## src/rtl/sr_mem_arbiter.sv

```systemverilog
// Round-robin arbiter that serialises N_REQ requesters onto one memory port, one transaction
// outstanding at a time. Define SR_ARB_TIMEOUT_EN to enable the response watchdog.

module sr_mem_arbiter #(
  parameter int unsigned N_REQ          = 4,
  parameter int unsigned TIMEOUT_CYCLES = 256
) (
  input  logic                     clk,
  input  logic                     rst,
  input  logic [N_REQ-1:0]         req_wr_i,
  input  logic [N_REQ-1:0]         req_valid_i,
  input  logic [N_REQ*16-1:0]      req_addr_i,
  input  logic [N_REQ*32-1:0]      req_wdata_i,
  output logic [N_REQ-1:0]         req_ready_o,
  output logic [N_REQ-1:0]         resp_valid_o,
  input  logic [N_REQ-1:0]         resp_ready_i,
  output logic [31:0]              resp_rdata_o,
  output logic                     resp_err_o,
  output logic                     mem_wr_o,
  output logic [15:0]              mem_addr_o,
  output logic [31:0]              mem_wdata_o,
  output logic                     mem_req_valid_o,
  input  logic                     mem_req_ready_i,
  input  logic                     mem_resp_valid_i,
  output logic                     mem_resp_ready_o,
  input  logic [31:0]              mem_rdata_i,
  output logic                     busy_o,
  output logic [$clog2(N_REQ)-1:0] grant_o
);

  localparam int unsigned GW = $clog2(N_REQ);

  localparam logic [1:0] ST_IDLE    = 2'd0;
  localparam logic [1:0] ST_ISSUE   = 2'd1;
  localparam logic [1:0] ST_WAIT    = 2'd2;
  localparam logic [1:0] ST_DELIVER = 2'd3;

  if (N_REQ < 2 || N_REQ > 8) begin : g_bad_n_req
    $error("sr_mem_arbiter: N_REQ must be in 2..8");
  end
  if (TIMEOUT_CYCLES < 2) begin : g_bad_timeout
    $error("sr_mem_arbiter: TIMEOUT_CYCLES must be at least 2");
  end

  logic [1:0]    r_state;
  logic [1:0]    w_state_nxt;
  logic [GW-1:0] r_grant;
  logic [GW-1:0] r_last_grant;
  logic [31:0]   r_rdata;
  logic [GW-1:0] w_arb_idx;
  logic          w_arb_hit;
  logic          w_timeout;

  logic [15:0] w_addr_arr  [N_REQ];
  logic [31:0] w_wdata_arr [N_REQ];

  for (genvar k = 0; k < N_REQ; k++) begin : g_slice
    assign w_addr_arr[k]  = req_addr_i[k*16 +: 16];
    assign w_wdata_arr[k] = req_wdata_i[k*32 +: 32];
  end

  // Search starts one past the last served requester so every requester waits at most N_REQ turns.
  always_comb begin
    w_arb_idx = r_grant;
    w_arb_hit = 1'b0;
    for (int i = 1; i <= int'(N_REQ); i++) begin
      if (!w_arb_hit && req_valid_i[GW'((int'(r_last_grant) + i) % int'(N_REQ))]) begin
        w_arb_hit = 1'b1;
        w_arb_idx = GW'((int'(r_last_grant) + i) % int'(N_REQ));
      end
    end
  end

  always_comb begin
    w_state_nxt = r_state;
    case (r_state)
      ST_IDLE:    if (w_arb_hit)                      w_state_nxt = ST_ISSUE;
      ST_ISSUE:   if (mem_req_ready_i)                w_state_nxt = ST_WAIT;
      ST_WAIT:    if (mem_resp_valid_i || w_timeout)  w_state_nxt = ST_DELIVER;
      ST_DELIVER: if (resp_ready_i[r_grant])          w_state_nxt = ST_IDLE;
      default:                                        w_state_nxt = ST_IDLE;
    endcase
  end

  always_ff @(posedge clk or posedge rst) begin
    if (rst) begin
      r_state      <= ST_IDLE;
      r_grant      <= '0;
      r_last_grant <= GW'(N_REQ - 1);
      r_rdata      <= '0;
    end else begin
      r_state <= w_state_nxt;
      if (r_state == ST_IDLE && w_arb_hit) begin
        r_grant <= w_arb_idx;
      end
      if (r_state == ST_DELIVER && resp_ready_i[r_grant]) begin
        r_last_grant <= r_grant;
      end
      // A real response in the final watchdog cycle takes priority over the timeout.
      if (r_state == ST_WAIT && mem_resp_valid_i) begin
        r_rdata <= mem_rdata_i;
      end else if (w_timeout) begin
        r_rdata <= '0;
      end
    end
  end

`ifdef SR_ARB_TIMEOUT_EN
  localparam int unsigned CW = $clog2(TIMEOUT_CYCLES);

  logic [CW-1:0] r_cnt;
  logic          r_err;

  assign w_timeout = (r_state == ST_WAIT) && !mem_resp_valid_i &&
                     (r_cnt == CW'(TIMEOUT_CYCLES - 1));

  always_ff @(posedge clk or posedge rst) begin
    if (rst) begin
      r_cnt <= '0;
      r_err <= 1'b0;
    end else begin
      if (r_state != ST_WAIT) begin
        r_cnt <= '0;
      end else begin
        r_cnt <= r_cnt + CW'(1);
      end
      if (r_state == ST_WAIT && mem_resp_valid_i) begin
        r_err <= 1'b0;
      end else if (w_timeout) begin
        r_err <= 1'b1;
      end
    end
  end

  assign resp_err_o = r_err;
`else
  assign w_timeout  = 1'b0;
  assign resp_err_o = 1'b0;
`endif

  always_comb begin
    req_ready_o  = '0;
    resp_valid_o = '0;
    if (r_state == ST_ISSUE) begin
      req_ready_o[r_grant] = mem_req_ready_i;
    end
    if (r_state == ST_DELIVER) begin
      resp_valid_o[r_grant] = 1'b1;
    end
  end

  assign mem_req_valid_o  = (r_state == ST_ISSUE);
  assign mem_wr_o         = req_wr_i[r_grant];
  assign mem_addr_o       = w_addr_arr[r_grant];
  assign mem_wdata_o      = w_wdata_arr[r_grant];
  assign mem_resp_ready_o = (r_state == ST_WAIT);
  assign resp_rdata_o     = r_rdata;
  assign busy_o           = (r_state != ST_IDLE);
  assign grant_o          = r_grant;

endmodule

```

## config.mk

```make
export PLATFORM = sky130hd
export DESIGN_NAME = sr_mem_arbiter
export DESIGN_NICKNAME = d
export VERILOG_FILES = /design/src/rtl/sr_mem_arbiter.sv
export SDC_FILE = /design/constraint.sdc
export NUM_CORES = 1
export LEC_CHECK = 0
export CORE_AREA = 2 2 131 133
export DETAILED_ROUTE_END_ITERATION = 10
export DIE_AREA = 0 0 133 135
export PLACE_DENSITY = 0.63
export RECOVER_POWER = 50
export SLEW_MARGIN = 20
export SYNTH_ARGS = -nofsm -noshare
export SYNTH_HDL_FRONTEND = slang
export SYNTH_SLANG_ARGS = --single-unit
```

## constraint.sdc

```tcl
create_clock -name clk -period 2.4 [get_ports clk]
set_input_delay 0.36 -clock clk [delete_from_list [all_inputs] [get_ports clk]]
set_output_delay 0.36 -clock clk [all_outputs]
set_load 0.01 [all_outputs]
```

-- Word level (Yosys, flattened, before mapping)
Cells that the tools add are included.
- word-level logic and storage cells: 78
- memory bits (read-only): 0
- memories: 0
- bits in latches: 0
- output and inout port bits: 95
- register bits: 38
- RAM bits: 0
- input bits: 240
- reductions and logical operators: 15
- bitwise logic cells: 2
- multipliers: 0
- eq/ne operators: 7
- shifts and indexed selects: 0
- divide/modulo/power cells: 0
- mux-type cells: 39
- $add $sub $neg: 4
- magnitude comparators: 7
- operators by type and width (kind ; count):
    $bmux W32 S2 ; 1
    $mux W32 ; 2
    $bmux W16 S2 ; 1
    $mux W16 ; 2
    $lt A2 B4 Y1 const B ; 4
    $mux W2 ; 8
    $mux W1 ; 15
    $bmux W1 S2 ; 6
    $mux W4 ; 2
    $pmux W2 S4 ; 1
    $logic_and A1 B1 Y1 ; 7
    $ne A2 B2 Y1 const B ; 3
    $add A2 B1 Y2 const B ; 2
    $add A2 B2 Y2 const B ; 2
    $and A4 B4 Y4 ; 1
    $eq A2 B2 Y1 const B ; 2
    $reduce_and A4 Y1 ; 1
    $reduce_bool A4 Y1 ; 1
    $ge A3 B3 Y1 const B ; 1
    $logic_not A1 Y1 ; 3
    $lt A2 B3 Y1 const B ; 1
    $not A2 Y3 ; 1
    $demux W1 S2 ; 1
    $eq A2 B1 Y1 const B ; 1
    other kinds (5) ; 5

-- Depth between registers and ports, before layout
Gate-level depths: netlist (run 1).
- depth after elaboration: 16
- gate-level depth with buffers: 6
- gate-level depth less buffers: 6

-- Least setup slack after synthesis (run 1)
Ideal clock, no wire load.
- path type: register to output
- from: register r_grant[0] (netlist: grant_o[0])
- to: output port req_ready_o[1]
- path buffers: 3
- stages on the path, launching flop included: 5
- data required time: 2.040 ns
- slack: 0.640 ns
- arrival time: 1.400 ns
- cell sequence: dfrtp_1 buf_6 buf_2 clkbuf_1 nor3b_1
- word-level cells in the longest chain between the ends: 6
- elaborated cells between the ends (all ways): 7
- those cells by class: 2 x order compare; 3 x mux; 1 x bitwise; 1 x reduce/logical
- ends and longest elaborated chain (what ; RTL line ; RTL):
    start, declared ; 47 ; logic [GW-1:0] r_grant;
    start signal, assigned ; 94 ; r_grant <= w_arb_idx;
    $lt A2 B3 Y1 (not written as such) or $ge A2 B1 Y1 (tied branches) ; 145 ; req_ready_o[r_grant] = mem_req_ready_i;
    $logic_and A1 B1 Y1 (not written as such) ; 145 ;
    $mux W1 (not written as such) ; 145 ;
    $demux W1 S2 (*) ; 145 ;
    $and A4 B4 Y4 (no source line) (*) ; n/a ;
    $mux W4 (*) ; 144 ; if (r_state == ST_ISSUE) begin
    end, declared ; 14 ; output logic [N_REQ-1:0] req_ready_o,
Mark *: on every way between the ends. The rest lies on a longest branch, timed or not.

-- Final worst setup path (run 1)
- from: register r_grant[0] (netlist: grant_o[0])
- to: output port mem_wdata_o[9]
- word-level cells in the longest chain between the ends: 4
- ends and longest elaborated chain (what ; RTL line ; RTL):
    $not A2 Y3 (not written as such) ; 155 ; assign mem_wdata_o = w_wdata_arr[r_grant];
    $bmux W32 S2 ; 155 ;
    $mux W32 (not written as such) (2 in a row) ; 155 ;
    end, declared ; 21 ; output logic [31:0] mem_wdata_o,
Every way passes these cells. The select of a mux whose other input is x is not followed.

==> results.sh, run 1 <==
export IMPL_swShare=0.355
export IMPL_grt_use_met3=0.0668
export IMPL_critPathCaptureType="output port"
export IMPL_hold_slack_ps=496
export IMPL_final_core_util=0.404
export IMPL_wire_per_inst_um=20.4
export IMPL_grt_busiest_layer="met2"
export IMPL_grt_pass1_wl_um=21700
export IMPL_fin_skew_ps=5.31
export IMPL_hold_viol=0
export IMPL_place_hpwl_um=13000
export IMPL_gr_usage_all_layers=0.161
export IMPL_maxSlewHeadroom=0.467
export IMPL_vias=3241
export IMPL_slew_violations=0
export IMPL_ant_nets=0
export IMPL_grt_use_met2=0.284
export IMPL_cts_sinks=38
export IMPL_p_sw_uw=2140
export IMPL_synthesis_nets=433
export IMPL_die_area_mm2=0.0180
export IMPL_criticalPathCategory="reg2out"
export IMPL_synth_top_area_frac=0.394
export IMPL_die_h_um=135
export IMPL_io_buffers=333
export IMPL_hold_class="reg2reg"
export IMPL_critPathLaunchType="register"
export IMPL_hold_depth=1
export IMPL_synthMuxAreaShare=0.532
export IMPL_yosysTopAreaCell="mux4_2"
export IMPL_synth_xor_area_frac=0.00306
export IMPL_vias_per_cell=4.36
export IMPL_period_share=0.969
export IMPL_tightest_slew_ps=799
export IMPL_first_iter_violations=96
export IMPL_grt_max_degree=34
export IMPL_antenna_found_initial=5
export IMPL_finalNetCount=763
export IMPL_drt_first_pass_iters=4
export IMPL_fmax_ghz=0.430
export IMPL_synth_seq_cells=38
export IMPL_met1_usage=0.176
export IMPL_arrival_ps=1970
export IMPL_critPathMaxFanout=13
export IMPL_cts_buffer_depth=2
export IMPL_finalSetupViolations=0
export IMPL_ys_warn_count=0
export IMPL_synth_top_family_by_area="multiplexers"
export IMPL_power_density_mw_per_mm2=910
export IMPL_combPwrFrac=0.692
export IMPL_initial_utilization=0.174
export IMPL_hp_start="resp_rdata_o[17]"
export IMPL_ys_top_cells_by_area="mux4_2, dfrtp_1, mux2_2"
export IMPL_wl_um=15200
export IMPL_clock_latency_ps=280
export IMPL_synth_seq_area_share=0.334
export IMPL_startpoint="grant_o[0]"
export IMPL_synth_simple_area_share=0.0477
export IMPL_cts_made_buffers=5
export IMPL_cts_tree="yes"
export IMPL_maxCapViolCount=0
export IMPL_ir_drop_uv=516
export IMPL_drive_above_1_share=0.206
export IMPL_cts_root_buf="clkbuf_16"
export IMPL_htree_levels=2
export IMPL_die_x_um=133
export IMPL_leakagePower_uw=0.00260
export IMPL_route_detailed_drc=0
export IMPL_syn_to_final_growth_pct=132
export IMPL_total_power_uw=6040
export IMPL_core_area_mm2=0.0164
export IMPL_grt_pass1_vias=3546
export IMPL_synth_compound_area_frac=0.0241
export IMPL_synth_fa_ha_area_frac=0.0175
export IMPL_netlist_area_mm2=0.00286
export IMPL_r2r_cells=6
export IMPL_cts_clk_slew_worst_paths_ps=50
export IMPL_clkPwrFrac=0.109
export IMPL_tns_ps=0
export IMPL_grt_setup_unrepaired="no"
export IMPL_reg2reg_from="grant_o[0]"
export IMPL_fillers=1548
export IMPL_io_pins=335
export IMPL_synth_distinct_cells=31
export IMPL_syn_area_per_cell_um2=15.1
export IMPL_post_dp_cell_area_mm2=0.00649
export IMPL_outcome="complete, no violations"
export IMPL_fin_crit_ps=2330
export IMPL_row_count=47
export IMPL_crit_required_ps=2040
export IMPL_globalRouteOverflowTotal=0
export IMPL_seqPwrFrac=0.199
export IMPL_finalWeightedCongestion=0.942
export IMPL_syn_inst=189
export IMPL_p_int_uw=3890
export IMPL_design_area_mm2=0.00664
## sequential cells by signal (all words and copies together), names as in the netlist
name          cells
resp_rdata_o     32
grant_o           2
r_last_grant      2
r_state           2
## cell families (layout without fill, tap and decap cells)
group | Yosys count | in the layout
multiplexers | 85 | 85
flip-flops | 38 | 38
buffers and inverters | 26 | 357
AND/OR/NAND/NOR | 23 | 23
AO/OA/AOI/OAI | 11 | 11
adder cells (fa/ha/maj) | 4 | 4
other | 1 | 5
XOR/XNOR | 1 | 1
## layout make-up
cell class	count	area, µm²	area share
clock buffer	6	139	0.0209
tap	220	275	0.0415
sequential	38	958	0.144
antenna	4	10.0	0.00151
timing repair buffer	341	3420	0.515
clock inverter	2	12.5	0.00189
inverter	8	30.0	0.00452
multi-input combinational	125	1790	0.270
## cells in the mapped netlist, drive strengths merged
cell type	n
mux4	50
dfrtp	36
mux2	35
buf	11
inv	8
clkbuf	7
nand2	6
nor2	5
ha	4
nor3b	3
o21ai	3
o22ai	3
a21oi	2
and3b	2
dfstp	2
nand2b	2
a32oi	1
and3	1
conb	1
nand3	1
nand3b	1
nor3	1
o211ai	1
o221ai	1
or4	1
xnor2	1
## worst paths after layout
path	endpoint	slack, ps
worst min-delay path	resp_rdata_o[17]	500
max in group asynchronous	resp_rdata_o[27]	830
worst min register to register	resp_rdata_o[17]	500
worst max-delay path	mem_wdata_o[9]	70
worst max register to register	r_state[1]	360
min in group asynchronous	resp_rdata_o[9]	540
## stage by stage
step	cells	setup WS (ps)
floorplan	189	640
global placement	730	187
detailed placement	730	175
CTS	738	2.99
global route	743	10.7
finish	744	74.9
## placed cells by master (no fill, tap or decap), types with 4 or more instances in the layout
cell type	n
clkbuf_16	6
clkdlybuf4s50_1	256
dfrtp_1	34
diode_2	4
dlygate4sd2_1	42
dlygate4sd3_1	34
ha_1	4
inv_1	8
mux2_2	34
mux4_2	50
nand2_1	5
nor2_1	5
## metal layers
layer  up-vias  wire length [µm]  part of all wire
met5         -                30            0.0020
met3        25              1510             0.099
met4         4               397             0.026
met2       189              7640              0.50
li1       1423                 -                 -
met1      1600              5600              0.37
## power groups by stage
stage	registers, µW	logic (µW)	clock network, µW
detailed placement	1220	4530	0
finish	1200	4180	657
CTS	1220	4290	685
global route	1260	4470	710
floorplan	1300	2050	0
global placement	1200	4450	0
## worst max-delay path: stages, from the launching register on
cell             delay (ps)
dfrtp_4                 480
buf_16                  180
mux4_2                  510
clkdlybuf4s50_1         510
## timing repair
action                     4_1_cts  5_1_grt
pin swaps                        0        0
hold buffers                     0        0
buffers inserted                 0        1
resized for setup               43        3
setup endpoints to repair       39        9
cloned                           0        1
Power figures use the tool's default switching activity.
==> run 2: changes to the inputs <==
- REMOVE_ABC_BUFFERS: not set -> 1
==> results.sh, run 2 (synthesis gave the netlist of run 1 again) <==
export IMPL_io_pins=335
export IMPL_gr_usage_all_layers=0.155
export IMPL_place_hpwl_um=12300
export IMPL_combPwrFrac=0.685
export IMPL_core_area_mm2=0.0164
export IMPL_dpl_cell_count=734
export IMPL_die_h_um=135
export IMPL_slew_violations=0
export IMPL_period_share=0.974
export IMPL_vias=3194
export IMPL_ir_drop_uv=546
export IMPL_power_density_mw_per_mm2=926
export IMPL_layout_commonest_cell="clkdlybuf4s50_1"
export IMPL_grt_max_degree=52
export IMPL_cts_clk_slew_worst_paths_ps=60
export IMPL_cts_hold_buffers=0
export IMPL_p_int_uw=4080
export IMPL_stdcell_count=744
export IMPL_die_area_mm2=0.0180
export IMPL_outcome="complete, no violations"
export IMPL_fin_crit_ps=2340
export IMPL_grt_pass1_wl_um=21200
export IMPL_leakagePower_uw=0.00269
export IMPL_maxSlewHeadroom=0.453
export IMPL_route_detailed_drc=0
export IMPL_tns_ps=0
export IMPL_drt_first_pass_iters=4
export IMPL_io_buffers=333
export IMPL_die_x_um=133
export IMPL_wl_um=14300
export IMPL_clock_latency_ps=280
export IMPL_tightest_slew_ps=820
export IMPL_finalNetCount=766
export IMPL_hold_viol=0
export IMPL_htree_levels=2
export IMPL_ant_nets=0
export IMPL_fmax_ghz=0.428
export IMPL_row_count=47
export IMPL_initial_utilization=0.174
export IMPL_cts_tree="yes"
export IMPL_syn_to_final_growth_pct=134
export IMPL_largest_reg_flops=32
export IMPL_r2r_cells=5
export IMPL_design_area_mm2=0.00670
export IMPL_p_sw_uw=2120
export IMPL_swShare=0.342
export IMPL_globalRouteOverflowTotal=0
export IMPL_critPathCaptureType="output port"
export IMPL_criticalPathCategory="reg2out"
export IMPL_first_iter_violations=65
export IMPL_crit_required_ps=2040
export IMPL_antenna_found_initial=1
export IMPL_cts_made_buffers=5
export IMPL_grt_pass1_vias=3596
export IMPL_critPathLaunchType="register"
export IMPL_cts_buffer_depth=2
export IMPL_wire_per_inst_um=19.3
export IMPL_cts_sinks=38
export IMPL_hold_depth=1
export IMPL_arrival_ps=1980
export IMPL_seqPwrFrac=0.193
export IMPL_finalSetupViolations=0
export IMPL_drive_above_1_share=0.205
export IMPL_vias_per_cell=4.29
export IMPL_hold_class="reg2reg"
export IMPL_post_dp_cell_area_mm2=0.00651
export IMPL_fin_skew_ps=4.30
export IMPL_grt_setup_unrepaired="no"
export IMPL_finalWeightedCongestion=0.925
export IMPL_cts_root_buf="clkbuf_16"
export IMPL_clkPwrFrac=0.121
export IMPL_final_cell_mix="clkdlybuf4s50_1, mux4_2, mux2_2, dlygate4sd3_1, dfrtp_1"
export IMPL_hold_slack_ps=497
export IMPL_critPathMaxFanout=12
export IMPL_maxCapViolCount=0
run 2: layout make-up:
cell class / count / area (µm²)
clock inverter: 2 / 37.5
tap: 220 / 275
timing repair buffer: 344 / 3480
inverter: 8 / 30.0
fill: 1510 / 9710
sequential: 38 / 958
multi-input combinational: 125 / 1790
clock buffer: 6 / 129
antenna: 1 / 2.50
run 2: stage by stage:
step	power [µW]	worst slack (ps)	util
2_1_floorplan	3320	-1170	-
3_3_place_gp	5680	196	0.397
3_5_place_dp	5750	174	0.397
4_1_cts	6460	-5.01	0.406
5_1_grt	6600	0.221	0.408
6_report	6200	61.9	0.408
run 2: path summary, 6_finish.rpt:
kind,from,endpoint,slack [ps]
setup / recovery,grant_o[0],mem_wdata_o[30],60
hold / removal,resp_rdata_o[1],resp_rdata_o[1],500
setup reg to reg,grant_o[0],r_state[1],440
hold reg to reg,resp_rdata_o[1],resp_rdata_o[1],500
max in group asynchronous,rst,resp_rdata_o[7],810
min in group asynchronous,rst,resp_rdata_o[28],660
run 2: worst max-delay path, stage by stage (launching register included):
cell and delay [ps]:
dfrtp_4 510, buf_12 180, mux4_2 510, clkdlybuf4s50_1 500
run 2: layer usage:
metal,GRT usage,vias to the layer above,routed length [µm]
met5,0,-,0
li1,-,1428,-
met2,0.297,193,7790
met4,0.0597,0,485
met3,0.0574,34,1460
met1,0.151,1539,4610
run 2: timing repair:
action                                 in CTS  in global routing
buffers inserted                            1                  0
endpoints found under the hold margin       0                  0
resized for setup                          15                 16
setup endpoints to repair                  45                 20
run 2: power by group through the flow:
stage | Sequential, µW | Combinational, µW | Clock, µW
5_1_grt | 1250 | 4540 | 810
3_3_place_gp | 1210 | 4470 | 0
2_1_floorplan | 1580 | 1750 | 0
3_5_place_dp | 1230 | 4510 | 0
4_1_cts | 1220 | 4460 | 776
6_report | 1200 | 4250 | 753
==> run 3: changes to the inputs <==
- SLEW_MARGIN: 20 -> 10
==> results of run 3 <==
No change in the layout: final DEF, timing and power equal those of run 2.
